File: config.mk
export PLATFORM = sky130hd
export DESIGN_NAME = updown_mod_counter_flat
export DESIGN_NICKNAME = d
export VERILOG_FILES = /design/src/rtl/updown_mod_counter_pkg.sv /design/src/rtl/updown_mod_counter_if.sv /design/src/rtl/updown_next_calc.sv /design/src/rtl/updown_mod_counter.sv /design/src/flat_wrapper.sv
export SDC_FILE = /design/constraint.sdc
export NUM_CORES = 1
export LEC_CHECK = 0
export ABC_AREA = 1
export BUFFER_PORTS_ARGS = -buffer_cell sky130_fd_sc_hd__buf_2
export CAP_MARGIN = 10
export CORE_MARGIN = 2
export CORE_UTILIZATION = 57
export DETAILED_ROUTE_END_ITERATION = 16
export PLACE_DENSITY = 0.77
export REMOVE_ABC_BUFFERS = 1
export SLEW_MARGIN = 20
export SYNTH_ARGS = -nofsm -noshare
export SYNTH_HDL_FRONTEND = slang
export SYNTH_SLANG_ARGS = --single-unit
File: constraint.sdc
create_clock -name clk -period 3.1 [get_ports clk]
set_clock_uncertainty 0.05 [all_clocks]
set_input_delay 0.155 -clock clk [delete_from_list [all_inputs] [get_ports clk]]
set_output_delay 0.155 -clock clk [all_outputs]
set_load 0.03 [all_outputs]
File: src/rtl/updown_mod_counter_pkg.sv
// Shared constants for the up/down modulo counter: direction and limit-mode encodings.
package updown_mod_counter_pkg;

    // Direction encoding on up_down
    localparam logic DIR_UP    = 1'b1;
    localparam logic DIR_DOWN  = 1'b0;

    // Limit behaviour encoding on sat_mode
    localparam logic MODE_WRAP = 1'b0;
    localparam logic MODE_SAT  = 1'b1;

endpackage : updown_mod_counter_pkg

File: src/rtl/updown_mod_counter_if.sv
// Control/status bundle of the up/down modulo counter.
// master drives the controls and observes status; slave is the counter itself.
interface updown_mod_counter_if #(
    parameter int WIDTH  = 4,
    parameter int STEP_W = 2
);
    logic              en;
    logic              up_down;
    logic              load;
    logic [WIDTH-1:0]  load_val;
    logic [WIDTH-1:0]  max_val;
    logic [STEP_W-1:0] step;
    logic              sat_mode;
    logic [WIDTH-1:0]  count;
    logic              ovf;
    logic              unf;
    logic              at_max;
    logic              at_zero;

    modport master (
        output en, up_down, load, load_val, max_val, step, sat_mode,
        input  count, ovf, unf, at_max, at_zero
    );

    modport slave (
        input  en, up_down, load, load_val, max_val, step, sat_mode,
        output count, ovf, unf, at_max, at_zero
    );
endinterface : updown_mod_counter_if

File: src/rtl/updown_next_calc.sv
// Combinational next-count evaluation for one enabled edge: range repair,
// up/down stepping with wrap or saturate, and the overflow/underflow pulse request.
module updown_next_calc
    import updown_mod_counter_pkg::*;
#(
    parameter int WIDTH  = 4,
    parameter int STEP_W = 2
) (
    input  logic [WIDTH-1:0]  count_i,
    input  logic [STEP_W-1:0] step_i,
    input  logic [WIDTH-1:0]  max_val_i,
    input  logic              dir_i,
    input  logic              mode_i,
    output logic [WIDTH-1:0]  count_o,
    output logic              ovf_o,
    output logic              unf_o
);
    // All comparisons and wrap sums are carried in WIDTH+1 bits so that
    // max_val = 2^WIDTH-1 (modulus 2^WIDTH) neither truncates nor aliases.
    logic [WIDTH:0]   cnt_x;
    logic [WIDTH:0]   max_x;
    logic [WIDTH:0]   step_x;
    logic [WIDTH:0]   mod_x;
    logic [WIDTH:0]   sum_x;
    logic [WIDTH-1:0] sum_lo;
    logic [WIDTH-1:0] diff_lo;
    logic [WIDTH-1:0] wrap_up;
    logic [WIDTH-1:0] wrap_dn;

    assign cnt_x   = {1'b0, count_i};
    assign max_x   = {1'b0, max_val_i};
    assign step_x  = (WIDTH+1)'(step_i);
    assign mod_x   = max_x + 1'b1;
    assign sum_x   = cnt_x + step_x;
    assign sum_lo  = WIDTH'(sum_x);
    assign diff_lo = WIDTH'(cnt_x - step_x);
    assign wrap_up = WIDTH'(sum_x - mod_x);
    assign wrap_dn = WIDTH'(cnt_x + mod_x - step_x);

    // Select next count and pulse requests; range repair takes precedence over stepping
    always_comb begin
        count_o = count_i;
        ovf_o   = 1'b0;
        unf_o   = 1'b0;
        if (count_i > max_val_i) begin
            count_o = max_val_i;
        end else if (dir_i == DIR_UP) begin
            if (sum_x > max_x) begin
                ovf_o   = 1'b1;
                count_o = (mode_i == MODE_SAT) ? max_val_i : wrap_up;
            end else begin
                count_o = sum_lo;
            end
        end else begin
            if (cnt_x >= step_x) begin
                count_o = diff_lo;
            end else begin
                unf_o   = 1'b1;
                count_o = (mode_i == MODE_SAT) ? '0 : wrap_dn;
            end
        end
    end

endmodule : updown_next_calc

File: src/rtl/updown_mod_counter.sv
// Programmable-modulus up/down counter: holds the count register, applies
// load-over-enable priority, registers ovf/unf pulses and decodes terminal flags.
module updown_mod_counter
    import updown_mod_counter_pkg::*;
#(
    parameter int WIDTH  = 4,
    parameter int STEP_W = 2
) (
    input  logic clk,
    input  logic rst,
    updown_mod_counter_if.slave bus
);
    logic [WIDTH-1:0] count_q, count_d;
    logic             ovf_q, ovf_d;
    logic             unf_q, unf_d;
    logic [WIDTH-1:0] calc_count;
    logic             calc_ovf;
    logic             calc_unf;

    // Loaded values are clamped into the current range 0..max_val
    function automatic logic [WIDTH-1:0] clamp_to_max(input logic [WIDTH-1:0] val,
                                                      input logic [WIDTH-1:0] lim);
        return (val > lim) ? lim : val;
    endfunction

    updown_next_calc #(
        .WIDTH  (WIDTH),
        .STEP_W (STEP_W)
    ) u_next_calc (
        .count_i   (count_q),
        .step_i    (bus.step),
        .max_val_i (bus.max_val),
        .dir_i     (bus.up_down),
        .mode_i    (bus.sat_mode),
        .count_o   (calc_count),
        .ovf_o     (calc_ovf),
        .unf_o     (calc_unf)
    );

    // Next state: load beats enable; pulses only come from an enabled step
    always_comb begin
        count_d = count_q;
        ovf_d   = 1'b0;
        unf_d   = 1'b0;
        if (bus.load) begin
            count_d = clamp_to_max(bus.load_val, bus.max_val);
        end else if (bus.en) begin
            count_d = calc_count;
            ovf_d   = calc_ovf;
            unf_d   = calc_unf;
        end
    end

    // Count and pulse registers, cleared immediately when rst goes low
    always_ff @(posedge clk or negedge rst) begin
        if (!rst) begin
            count_q <= '0;
            ovf_q   <= 1'b0;
            unf_q   <= 1'b0;
        end else begin
            count_q <= count_d;
            ovf_q   <= ovf_d;
            unf_q   <= unf_d;
        end
    end

    assign bus.count   = count_q;
    assign bus.ovf     = ovf_q;
    assign bus.unf     = unf_q;
    assign bus.at_max  = (count_q == bus.max_val);
    assign bus.at_zero = (count_q == '0);

endmodule : updown_mod_counter

File: src/flat_wrapper.sv
// flat-port wrapper written by rule: the top's interface ports become plain ports
module updown_mod_counter_flat import updown_mod_counter_pkg::*;
#(
    parameter int WIDTH  = 4,
    parameter int STEP_W = 2
)
  (clk, rst, bus_en, bus_up_down, bus_load, bus_load_val, bus_max_val, bus_step, bus_sat_mode, bus_count, bus_ovf, bus_unf, bus_at_max, bus_at_zero);
  updown_mod_counter_if #(.WIDTH(WIDTH), .STEP_W(STEP_W)) bus_i ();
  input  logic clk;
  input  logic rst;
  input wire logic [$bits(bus_i.en)-1:0] bus_en;
  input wire logic [$bits(bus_i.up_down)-1:0] bus_up_down;
  input wire logic [$bits(bus_i.load)-1:0] bus_load;
  input wire logic [$bits(bus_i.load_val)-1:0] bus_load_val;
  input wire logic [$bits(bus_i.max_val)-1:0] bus_max_val;
  input wire logic [$bits(bus_i.step)-1:0] bus_step;
  input wire logic [$bits(bus_i.sat_mode)-1:0] bus_sat_mode;
  output wire logic [$bits(bus_i.count)-1:0] bus_count;
  output wire logic [$bits(bus_i.ovf)-1:0] bus_ovf;
  output wire logic [$bits(bus_i.unf)-1:0] bus_unf;
  output wire logic [$bits(bus_i.at_max)-1:0] bus_at_max;
  output wire logic [$bits(bus_i.at_zero)-1:0] bus_at_zero;
  assign bus_i.en = bus_en;
  assign bus_i.up_down = bus_up_down;
  assign bus_i.load = bus_load;
  assign bus_i.load_val = bus_load_val;
  assign bus_i.max_val = bus_max_val;
  assign bus_i.step = bus_step;
  assign bus_i.sat_mode = bus_sat_mode;
  assign bus_count = bus_i.count;
  assign bus_ovf = bus_i.ovf;
  assign bus_unf = bus_i.unf;
  assign bus_at_max = bus_i.at_max;
  assign bus_at_zero = bus_i.at_zero;
  updown_mod_counter #(.WIDTH(WIDTH), .STEP_W(STEP_W)) u_core (.clk(clk), .rst(rst), .bus(bus_i));
endmodule
Word level (Yosys, flattened, before mapping)
Index checks and enable logic that the tools add are counted.
- output and inout bits: 8
- logic and storage cells: 35
- register bits after elaboration: 6
- equality and inequality tests: 1
- magnitude comparators: 4
- add/sub/neg operators: 6
- reduce and logical (&&, ||, !) cells: 2
- multiplexer cells: 19
- operators by type and width (cell ; number):
    4-bit two-way mux ; 9
    1-bit two-way mux ; 10
    4-bit > comparator ; 2
    4-bit by 2-bit subtractor with 4-bit output ; 2
    4-bit by 2-bit adder with 5-bit output ; 1
    5-bit by 4-bit > comparator with 1-bit output ; 1
    4-bit by 1-bit adder with 4-bit output, second input constant ; 1
    4-bit adder ; 1
    4-bit equality test ; 1
    4-bit by 2-bit >= comparator with 1-bit output ; 1
    4-bit logical NOT ; 1
    4-bit subtractor ; 1
    2-bit nonzero test ; 1

Longest topological paths before layout
Gate-level depths: netlist of the first run.
- depth after elaboration: 9
- gate-level depth with buffers: 21

Cells and area by module
From an unflattened synthesis of the first run, not the netlist that was laid out.
- cell total of the unflattened synthesis: 245
- area, all modules: 1551.5 sq um
- by module, submodules not included (module ; times used ; seq. area each (sq um) ; cells an instance ; area an instance (sq um)):
    updown_next_calc ; 1 ; 0.0 ; 176 ; 1048.5
    updown_mod_counter ; 1 ; 150.1 ; 69 ; 503.0

Least setup slack after synthesis of the first run
OpenSTA, ideal clock, no wires.
- path kind: flip-flop to flip-flop
- from: reg u_core.count_q[0] (netlist: u_core.bus.count[0])
- to: reg u_core.count_q[1] (netlist: u_core.bus.count[1])
- clock period less this slack: 2.647 ns
- data arrival time: 2.478 ns
- library setup time: 0.118 ns
- slack: 0.453 ns
- data required time: 2.932 ns
- path buffers: 0
- cell stages (with the launch flop): 17
- path through: dfrtp_1 -> ha_1 -> fa_1 -> xor2_1 -> ha_1 -> nand2_1 -> inv_1 -> o21ai_1 -> nand2_1 -> nand2_1 -> nand2_1 -> inv_1 -> nand2_1 -> nand3_1 -> nand3_1 -> a21oi_1 -> nor2_1
- word-level cells in the longest chain between the ends: 8
- elaborated cells on any way between the ends: 16
- ends and longest elaborated chain (item ; RTL line ; source):
    start, declared ; updown_mod_counter.sv:13 ; logic [WIDTH-1:0] count_q, count_d;
    start signal, assigned ; updown_mod_counter.sv:61 ; count_q <= count_d;
    4-bit adder or 4-bit by 2-bit adder with 5-bit output (tied branches) ; updown_next_calc.sv:38, updown_next_calc.sv:34 ;
    4-bit by 2-bit subtractor with 4-bit output or 4-bit subtractor (tied branches) ; updown_next_calc.sv:38, updown_next_calc.sv:37 ;
    4-bit two-way mux, on equally long branches ; updown_next_calc.sv:59, updown_next_calc.sv:50 ;
    4-bit two-way mux, on equally long branches ; updown_next_calc.sv:55, updown_next_calc.sv:48 ;
    4-bit two-way mux ; updown_next_calc.sv:47 ; end else if (dir_i == DIR_UP) begin
    4-bit two-way mux (*) ; updown_next_calc.sv:45 ; if (count_i > max_val_i) begin
    4-bit two-way mux (*) ; updown_mod_counter.sv:47 ; end else if (bus.en) begin
    4-bit two-way mux (*) ; updown_mod_counter.sv:45 ; if (bus.load) begin
Mark *: on every way between the ends. The rest lies on a longest branch, timed or not. The select of a mux whose other input is x is not followed.
A chain may end at the register's enable or synchronous reset.

Worst setup path in the final report of the first run
Ends and elaborated chain as after synthesis.

==> flow_summary.json, run 1 <==
{
  "status": "complete, no violations",
  "ios": 24,
  "fin_crit_ns": 2.87,
  "fmax_mhz": 348,
  "clkLatencyLatePin_ns": 0.24,
  "start_util_pct": 58.8,
  "cts_setup_buffers": 0,
  "cts_made_buffers": 3,
  "cts.repair.resized": 0,
  "fin_setup_tns_ns": 0,
  "yosysWarnings": 0,
  "synthArstFlopShare_pct": 100,
  "crit_path_max_fanout": 5,
  "synth_edf_count": 0,
  "finalHoldViolCount": 0,
  "p_per_area_mw_per_mm2": 660,
  "finalSetupViolations": 0,
  "grt_pass1_wl_um": 5590,
  "cts_tree": "built",
  "n_antenna_cell": 0,
  "final_layout_size_suffix_gt1_share_pct": 14.5,
  "worstPathArrival_ns": 2.94,
  "dp.cells": 267,
  "cts.reportedPaths.clkPinSlew_ns": 0.05,
  "grt_usage_pct": 25.9,
  "layout.nets": 289,
  "routed_via_density": 5.37,
  "syn_area_mm2": 0.00143,
  "detail_route.first_pass.iterations": 4,
  "seqPwrFrac_pct": 12.2,
  "utilization_pct": 65.8,
  "power_frac_comb_pct": 81.1,
  "cp-end-kind": "flop",
  "die_x_um": 54.1,
  "dp_hpwl_um": 2850,
  "p_clk_share_pct": 6.7,
  "antenna_found_initial": 0,
  "max_cap_violations": 0,
  "cts_sinks": 6,
  "grt_pass1_vias": 1228,
  "clockBufferDepth": 2,
  "internal_power_w": 0.000466,
  "syn_inst": 215,
  "num_rows": 18,
  "ir_drop_uv": 370,
  "synth_flop_cell": "dfrtp_1",
  "synth.distinct_cells": 30,
  "num-fill-cells": 241,
  "worst_pin_slew_ns": 0.428,
  "swShare_pct": 55.9,
  "wire_per_inst_um": 12.7,
  "yosysTopAreaCellShare_pct": 21.9,
  "crit_type": "flop to flop",
  "regArea_um2": 150,
  "synth_area_leaders": "ha_1 22%, nand2_1 14%, dfrtp_1 10%",
  "grt_overflow": 0,
  "p_leak_nw": 0.930,
  "ant_nets": 0,
  "finish.cell_count_without_fillers": 271,
  "post-route-period-util_pct": 92.6,
  "grt_max_degree": 11,
  "drv_slew": 0,
  "required_ns": 3.17,
  "avgSynthCellArea_um2": 6.66,
  "rsz0062_at_grt": "no",
  "holdBufCountCts": 1,
  "h-tree-depth": 1,
  "core-area_mm2": 0.00243,
  "cts-root-buf": "clkbuf_4",
  "die-area_mm2": 0.00293,
  "synth_top_cell_by_area": "ha_1",
  "startpoint_type": "flop",
  "drtIter0Drc": 39,
  "die_h_um": 54.1,
  "multi_input_area_mm2": 0.00110,
  "seq_area_frac_synth_pct": 10.5,
  "max-slew-margin-rel_pct": 71.2,
  "worst_slack_ns": 0.230,
  "gp_congestion": 0.904,
  "min_path_type": "input port to flop",
  "p_switching_w": 0.000591,
  "area_growth_syn_to_layout_pct": 11.9,
  "finalWirelength_um": 3440,
  "drc": 0,
  "dp_slack_ns": 0.288,
  "port_buffers": 23,
  "synth.ff_latch_count": 6,
  "vias": 1455
}
==> power groups by stage <==
| stage | clock, W | sequential, W | combinational (W) |
|---|---|---|---|
| after CTS | 0.0000713 | 0.000129 | 0.000851 |
| after detailed placement | 0 | 0.000130 | 0.000844 |
| after global routing | 0.0000808 | 0.000132 | 0.000975 |
| after floorplan | 0 | 0.000174 | 0.000595 |
| final | 0.0000706 | 0.000129 | 0.000857 |
| after global placement | 0 | 0.000129 | 0.000834 |
==> cells by family after synthesis <==
logic type,count (synthesis),share of synthesized area (%)
simple gates,91,28.9
buf+inv,42,12.3
compound gates,40,15.2
fa+ha+maj,30,28.8
xor+xnor,6,4.20
flops,6,10.5
==> path summary, 6_finish.rpt <==
| path | start | end | slack (ns) | cells after the start |
|---|---|---|---|---|
| setup reg to reg | u_core.bus.count[0] | u_core.bus.count[1] | 0.23 | 16 |
| hold reg to reg | u_core.bus.count[0] | u_core.bus.count[0] | 0.58 | 2 |
| max in group asynchronous | rst | u_core.bus.count[3] | 2.64 | 2 |
| hold / removal | bus_en | u_core.bus.ovf | 0.16 | 3 |
| min in group asynchronous | rst | u_core.bus.count[0] | 0.21 | 2 |
| setup / recovery | u_core.bus.count[0] | u_core.bus.count[1] | 0.23 | 16 |
==> cell usage after synthesis, types with 2 or more instances <==
master and count:
xor2_1 2, nand2_2 2, inv_1 38, buf_6 2
nand2_1 52, dfrtp_1 6, ha_1 25, o21ai_1 2
fa_1 5, a31oi_1 2, nand4_1 3, a21oi_1 13
o21ai_0 17, nand3b_1 3, o21bai_1 2, nand3_1 14
nor2_1 12, xnor2_1 3
==> through the flow <==
stage	cell area, um2	power, W	hold slack, ns
floorplan	1400	0.000769	-0.191
global placement	1570	0.000963	-0.0653
detailed placement	1570	0.000974	-0.0668
CTS	1600	0.00105	0.154
global route	1600	0.00119	0.152
finish	1600	0.00106	0.156
==> layer usage <==
metal,track usage [%],vias up,wire (um)
li1,-,753,-
met1,36.3,656,1590
met2,43.9,46,1620
met3,2.78,0,232
met4,2.92,0,0
met5,0,-,0
==> worst max-delay path, stage by stage (launching register included) <==
cell and delay (ns):
dfrtp_1 0.42, ha_1 0.27, fa_1 0.41, xor2_1 0.31, ha_1 0.30, nand2_1 0.07, inv_1 0.05, o21ai_1 0.07
nand2_1 0.07, nand2_1 0.12, nand2_1 0.12, inv_1 0.11, nand2_1 0.06, nand3_1 0.07, nand3_1 0.07, a21oi_1 0.14
nor2_1 0.05
==> layout make-up <==
type                       count  share of cell area [%]
inverter                      39                    9.14
multi-input combinational    167                    69.0
timing repair buffer          26                    8.75
clock buffer                   3                    1.41
sequential                     6                    9.37
tap                           30                    2.34
==> cells in the final DEF (no fill, tap or decap), types with 3 or more instances in the layout <==
| cell | instances |
|---|---|
| clkbuf_4 | 3 |
| buf_2 | 23 |
| o21ai_0 | 17 |
| fa_1 | 5 |
| nand4_1 | 3 |
| ha_1 | 25 |
| nand2_1 | 52 |
| dfrtp_1 | 6 |
| a21oi_1 | 13 |
| nand3b_1 | 3 |
| nand3_1 | 14 |
| inv_1 | 38 |
| xnor2_1 | 3 |
| nor2_1 | 12 |
==> flip-flops by register name, indices dropped and copies added, names as in the netlist <==
name	flops
u_core.bus.count	4
u_core.bus.unf	1
u_core.bus.ovf	1
No activity file was read; power rests on OpenSTA's default activity.
==> inputs of run 2 (changes only) <==
ABC_AREA = default   (was 1)
==> run 2 against run 1 <==
Hold slack better by 0.00099 ns. Count of clock-buffer cells in the layout stayed put. Synthesized cell count decreased by 26%. Die area increased by 0.33%. Sequential cell count unchanged. Combinational power barely moved. Routed wire length grew 6.1%. First-iteration DRC count increased by 56%. Fmax decreased by 5.3%. Design area increased by 2.8%.
==> flow_summary.json, run 2 <==
{
  "mostFrequentLayoutCell": "ha_1",
  "p_leak_nw": 0.831,
  "grt_max_degree": 12,
  "p_clk_share_pct": 7.0,
  "cts.reportedPaths.clkPinSlew_ns": 0.05,
  "max-slew-margin-rel_pct": 72.3,
  "cts_made_buffers": 3,
  "cts-root-buf": "clkbuf_4",
  "p_per_area_mw_per_mm2": 640,
  "synth_edf_count": 0,
  "finalWirelength_um": 3650,
  "internal_power_w": 0.000521,
  "grt_pass1_wl_um": 5520,
  "cts_sinks": 6,
  "final_layout_size_suffix_gt1_share_pct": 28.9,
  "synthSimpleGateAreaFrac_pct": 13.7,
  "rrSetupSlack_ns": 0.07,
  "synthAdderAreaFrac_pct": 28.7,
  "worst_slack_ns": 0.0694,
  "core-area_mm2": 0.00243,
  "clockBufferDepth": 2,
  "cp_cell_sequence": "buf_4 -> ha_1 -> o21ai_2 -> xor2_2 -> inv_1 -> ha_1 -> a21oi_1 -> and2_2 -> a22oi_4 -> a2bb2o_1 -> a2111oi_2 -> a211oi_1",
  "wire_per_inst_um": 16.8,
  "worst_pin_slew_ns": 0.416,
  "grt_overflow": 0,
  "fmax_mhz": 330,
  "ios": 24,
  "synth_xor_area_share_pct": 6.97,
  "area_growth_syn_to_layout_pct": 14.6,
  "max_cap_violations": 0,
  "largest_reg_flops": 4,
  "grt_usage_pct": 26.0,
  "hold_depth": 3,
  "synth_top_family_by_area": "adder cells",
  "die_h_um": 54.2,
  "seq_area_frac_synth_pct": 10.5,
  "drtIter0Drc": 61,
  "yosysWarnings": 0,
  "synth-compound-area-share_pct": 22.9,
  "routed_via_density": 6.06,
  "crit_path_max_fanout": 6,
  "synth_top_cell_by_area": "ha_1",
  "finalHoldViolCount": 0,
  "p_switching_w": 0.000532,
  "cpMostUsedCell": "ha_1",
  "synthMuxAreaShare_pct": 7.14,
  "mostFrequentLayoutCells": "24 x ha_1, 23 x buf_2, 21 x inv_1, 10 x nor2_1, 9 x a21oi_1",
  "num_rows": 18,
  "swShare_pct": 50.5,
  "yosysTopAreaCellShare_pct": 21.8,
  "n_antenna_cell": 0,
  "seqPwrFrac_pct": 11.5,
  "clkLatencyLatePin_ns": 0.25,
  "cts_setup_buffers": 0,
  "slowest_stage": "dfrtp_1",
  "dp.cells": 213,
  "startpoint_type": "flop",
  "die_x_um": 54.2,
  "drv_slew": 0,
  "reg2reg_depth": 12,
  "status": "complete, no violations",
  "grt_pass1_vias": 1209,
  "die-area_mm2": 0.00294,
  "min_path_type": "input port to flop",
  "detail_route.first_pass.iterations": 4,
  "avgSynthCellArea_um2": 9.03,
  "port_buffers": 23,
  "fin_crit_ns": 3.03,
  "finish.cell_count_without_fillers": 217,
  "syn_inst": 159,
  "synth_flop_cell": "dfrtp_1",
  "required_ns": 3.17,
  "yosysMostFrequentCell": "ha_1",
  "worst_path_largest_cell_delay_ns": 0.41,
  "synth_area_leaders": "ha_1 22%, dfrtp_1 10%, fa_1 7.0%",
  "dp_slack_ns": 0.0377,
  "vias": 1315,
  "cts_tree": "built",
  "ir_drop_uv": 476,
  "finalSetupViolations": 0,
  "synthArstFlopShare_pct": 100,
  "fin_setup_tns_ns": 0,
  "h-tree-depth": 1,
  "antenna_found_initial": 0,
  "layout.nets": 235,
  "drc": 0,
  "ant_nets": 0,
  "cp-end-kind": "flop",
  "crit_type": "flop to flop",
  "post-route-period-util_pct": 97.8,
  "synth_commonest_cells": "25 x ha_1, 21 x inv_1, 10 x nor2_1",
  "dp_hpwl_um": 2920,
  "worstPathArrival_ns": 3.10,
  "syn_area_mm2": 0.00144,
  "power_frac_comb_pct": 81.5,
  "start_util_pct": 59.1,
  "gp_congestion": 0.976,
  "synth.distinct_cells": 56,
  "synth.ff_latch_count": 6
}
## run 2: cell types whose count changed in the layout (fill, tap and decap cells not counted), moves of 4 or more
cell,change
buf_4,+4
nand3_1,-13
mux2i_1,+8
nand2_1,-47
nor2b_1,+4
a21oi_1,-4
inv_1,-17
o21ai_0,-14
## run 2: logic make-up after synthesis
family	count (synthesis)
multiplexers	10
buffers and inverters	27
adder cells (fa/ha/maj)	30
AND/OR/NAND/NOR	35
flip-flops	6
AO/OA/AOI/OAI	42
XOR/XNOR	9
## run 2: final timing paths
kind	start	to
worst max register to register	u_core.bus.count[1]	u_core.bus.count[2]
worst min register to register	u_core.bus.count[2]	u_core.bus.unf
max in group asynchronous	rst	u_core.bus.count[2]
worst min-delay path	bus_up_down	u_core.bus.ovf
min in group asynchronous	rst	u_core.bus.ovf
worst max-delay path	u_core.bus.count[1]	u_core.bus.count[2]
## run 2: critical path: cells and delay by family, from the launching register on
kind,cells,cell delay [ns]
AOI/OAI and AO/OA,6,1.19
xor gates and xnor gates,1,0.24
and+or+nand+nor,1,0.20
DFF,1,0.41
buffers and inverters,2,0.27
adders and majority gates,2,0.54
## run 2: power groups by stage
stage	Clock, W	Sequential (W)	Combinational (W)
3_5_place_dp	0	0.000118	0.000811
6_report	0.0000742	0.000121	0.000858
2_1_floorplan	0	0.000160	0.000550
5_1_grt	0.0000775	0.000124	0.000947
4_1_cts	0.0000747	0.000116	0.000815
3_3_place_gp	0	0.000116	0.000781
## run 2: through the flow
stage	instance area (um2)	hold WS, ns	utilization (%)	power (W)
after global routing	1650	0.175	67.7	0.00115
after detailed placement	1570	-0.0617	64.7	0.000928
after CTS	1610	0.118	66.0	0.00101
final	1650	0.157	67.7	0.00105
after floorplan	1380	-0.191	-	0.000710
after global placement	1570	-0.0675	64.7	0.000896
## run 2: final cells by class
class / instances / area (um2)
multi-input combinational: 126 / 1180
clock buffer: 3 / 22.5
sequential: 6 / 150
fill: 191 / 786
tap: 30 / 37.5
inverter: 22 / 85.1
timing repair buffer: 30 / 170
## run 2: metal layers
layer  GRT usage [%]  vias to the layer above  wire (um)
met5               0                        -          0
met4            3.75                        0         30
met1            32.8                      622       1520
met2            46.2                       62       1830
li1                -                      627          -
met3            5.00                        4        268
## run 2: repair_timing
action / CTS / global route
hold endpoints to repair: 6 / 0
resized for setup: 0 / 8
endpoints found under the setup margin: 0 / 3
hold buffers: 1 / 0
==> inputs of run 3 (changes only) <==
--- a/config.mk
+++ b/config.mk
@@ -8,8 +8,9 @@
 export BUFFER_PORTS_ARGS = -buffer_cell sky130_fd_sc_hd__buf_2
 export CAP_MARGIN = 10
+export CORE_ASPECT_RATIO = 0.5
 export CORE_MARGIN = 2
-export CORE_UTILIZATION = 57
+export CORE_UTILIZATION = 35
 export DETAILED_ROUTE_END_ITERATION = 16
-export PLACE_DENSITY = 0.77
+export PLACE_DENSITY = 0.5
 export REMOVE_ABC_BUFFERS = 1
 export SLEW_MARGIN = 20
--- a/constraint.sdc
+++ b/constraint.sdc
@@ -3,3 +3,3 @@
 set_input_delay 0.155 -clock clk [delete_from_list [all_inputs] [get_ports clk]]
 set_output_delay 0.155 -clock clk [all_outputs]
-set_load 0.03 [all_outputs]
+set_load 0.1 [all_outputs]
==> run 3 against run 2 <==
Design area up 4.2%. Sequential cell count unchanged. Fmax up 3.1%. Worst setup slack better by 0.090 ns. Register-to-register slack better by 0.09 ns. Cell count up 13%. Critical path depth unchanged. Via count down 3.6%. Sequential share of layout area down 0.37 points. Total power up 17%. Sequential power down 9%. Critical path type unchanged. Critical endpoint is now u_core.bus.count[1]. Largest cell class unchanged. Highest routed layer is now met3.
==> flow_summary.json, run 3 (synthesized netlist as in run 2, its figures left out) <==
{
  "status": "complete, no violations",
  "r2r-end": "u_core.bus.count[1]",
  "ir_drop_uv": 185,
  "ios": 24,
  "wire_per_inst_um": 16.1,
  "cp-startpoint": "u_core.bus.count[1]",
  "min_path_type": "input port to flop",
  "crit_path_max_fanout": 5,
  "reg2reg_from": "u_core.bus.count[1]",
  "gr-usage-met2_pct": 27.9,
  "cts-root-buf": "clkbuf_8",
  "grt_busiest_layer": "met1",
  "reg2reg_depth": 12,
  "cts_sinks": 6,
  "worst_pin_slew_ns": 0.493,
  "cp-end-kind": "flop",
  "mostFrequentLayoutCells": "24 x ha_1, 23 x buf_2, 21 x inv_1, 10 x nor2_1, 10 x buf_4",
  "num_rows": 16,
  "p_per_area_mw_per_mm2": 719,
  "min_from": "bus_up_down",
  "gp_congestion": 0.881,
  "startpoint_type": "flop",
  "grt_usage_pct": 18.2,
  "crit_type": "flop to flop",
  "grt_pass1_vias": 1249,
  "fmax_mhz": 340,
  "mostFrequentLayoutCell": "ha_1",
  "swShare_pct": 52.9,
  "dp.cells": 241,
  "start_util_pct": 36.6,
  "antenna_found_initial": 0,
  "cts.reportedPaths.clkPinSlew_ns": 0.04,
  "drv_slew": 0,
  "die_h_um": 49.3,
  "dp_slack_ns": 0.0316,
  "detail_route.first_pass.iterations": 4,
  "dpl_cell_area_mm2": 0.00163,
  "cts_made_buffers": 3,
  "clockBufferDepth": 2,
  "internal_power_w": 0.000581,
  "finish.cell_count_without_fillers": 245,
  "final_layout_size_suffix_gt1_share_pct": 29.8,
  "core-area_mm2": 0.00392,
  "grt_util_met3_pct": 2.01,
  "worst_slack_ns": 0.160,
  "finalSetupViolations": 0,
  "drc": 0,
  "rsz0062_at_grt": "no",
  "n_antenna_cell": 0,
  "finalWirelength_um": 3940,
  "drtIter0Drc": 63,
  "hold_path_end": "u_core.bus.ovf",
  "fin_crit_ns": 2.94,
  "h-tree-depth": 1,
  "dp_hpwl_um": 3280,
  "grt_pass1_wl_um": 6440,
  "final_area_mm2": 0.00172,
  "vias": 1268,
  "cts_setup_buffers": 0,
  "largest_reg_flops": 4,
  "p_leak_nw": 0.855,
  "use_met1_pct": 28.1,
  "max_cap_violations": 0,
  "required_ns": 3.14,
  "ant_nets": 0,
  "post-route-period-util_pct": 94.8,
  "max-slew-margin-rel_pct": 67.3,
  "seqPwrFrac_pct": 8.9,
  "routed_via_density": 5.18,
  "die-area_mm2": 0.00466,
  "grt_overflow": 0,
  "cts_tree": "built",
  "layout.nets": 239,
  "area_growth_syn_to_layout_pct": 19.4,
  "grt_max_degree": 11,
  "p_clk_share_pct": 9.8,
  "worstPathArrival_ns": 2.98,
  "p_switching_w": 0.000652,
  "die_x_um": 94.6,
  "hold_depth": 3,
  "clkLatencyLatePin_ns": 0.22,
  "utilization_pct": 43.7,
  "power_frac_comb_pct": 81.3,
  "finalHoldViolCount": 0,
  "port_buffers": 23,
  "rrSetupSlack_ns": 0.16
}
==> run 3: cell count changes in the layout (fill, tap and decap cells not counted), sizes merged <==
| cell | change |
|---|---|
| buf | +4 |
==> run 3: metal layers <==
metal | routed length, um | vias to the layer above
li1 | - | 639
met1 | 2050 | 599
met2 | 1690 | 30
met3 | 203 | 0
met4 | 0 | 0
met5 | 0 | -
==> run 3: layout make-up <==
type	instances	area, um2
clock buffer	3	41.3
fill	404	2210
inverter	22	85.1
multi-input combinational	126	1170
sequential	6	150
tap	54	67.6
timing repair buffer	34	200
==> run 3: worst max-delay path by stage <==
stage,to,slack [ns],cells after the start
floorplan,bus_at_zero,-1.00,1
global placement,u_core.bus.count[2],0.12,12
detailed placement,u_core.bus.count[2],0.03,12
CTS,u_core.bus.count[2],0.002,12
global route,u_core.bus.count[2],0.003,12
finish,u_core.bus.count[1],0.16,12
==> run 3: critical path, stage by stage, from the launching register on <==
cell     delay [ns]
dfrtp_1        0.41
ha_1           0.33
nor2b_1        0.12
o21ai_1        0.08
xor2_1         0.25
inv_1          0.13
ha_4           0.29
a21oi_1        0.07
and2_2         0.21
a22oi_4        0.20
mux2_2         0.38
a21oi_2        0.15
o22ai_1        0.13
==> run 3: stage by stage <==
step	total power, W	hold WS, ns	TNS (ns)
floorplan	0.000818	-0.191	-2.27
global placement	0.00107	-0.0582	0
detailed placement	0.00107	-0.0575	0
CTS	0.00120	0.172	0
global route	0.00134	0.207	0
finish	0.00123	0.209	0
==> run 3: power groups by stage <==
stage          Clock [W]  Sequential, W  Combinational (W)
2_1_floorplan          0       0.000247           0.000571
3_3_place_gp           0       0.000110           0.000958
3_5_place_dp           0       0.000111           0.000960
4_1_cts         0.000122       0.000110           0.000967
5_1_grt         0.000129       0.000112            0.00110
6_report        0.000121       0.000110            0.00100
==> run 3: timing repair <==
action	in CTS	in global routing
hold buffers	1	0
resized for setup	0	7
hold endpoints to repair	6	0
endpoints found under the setup margin	0	4
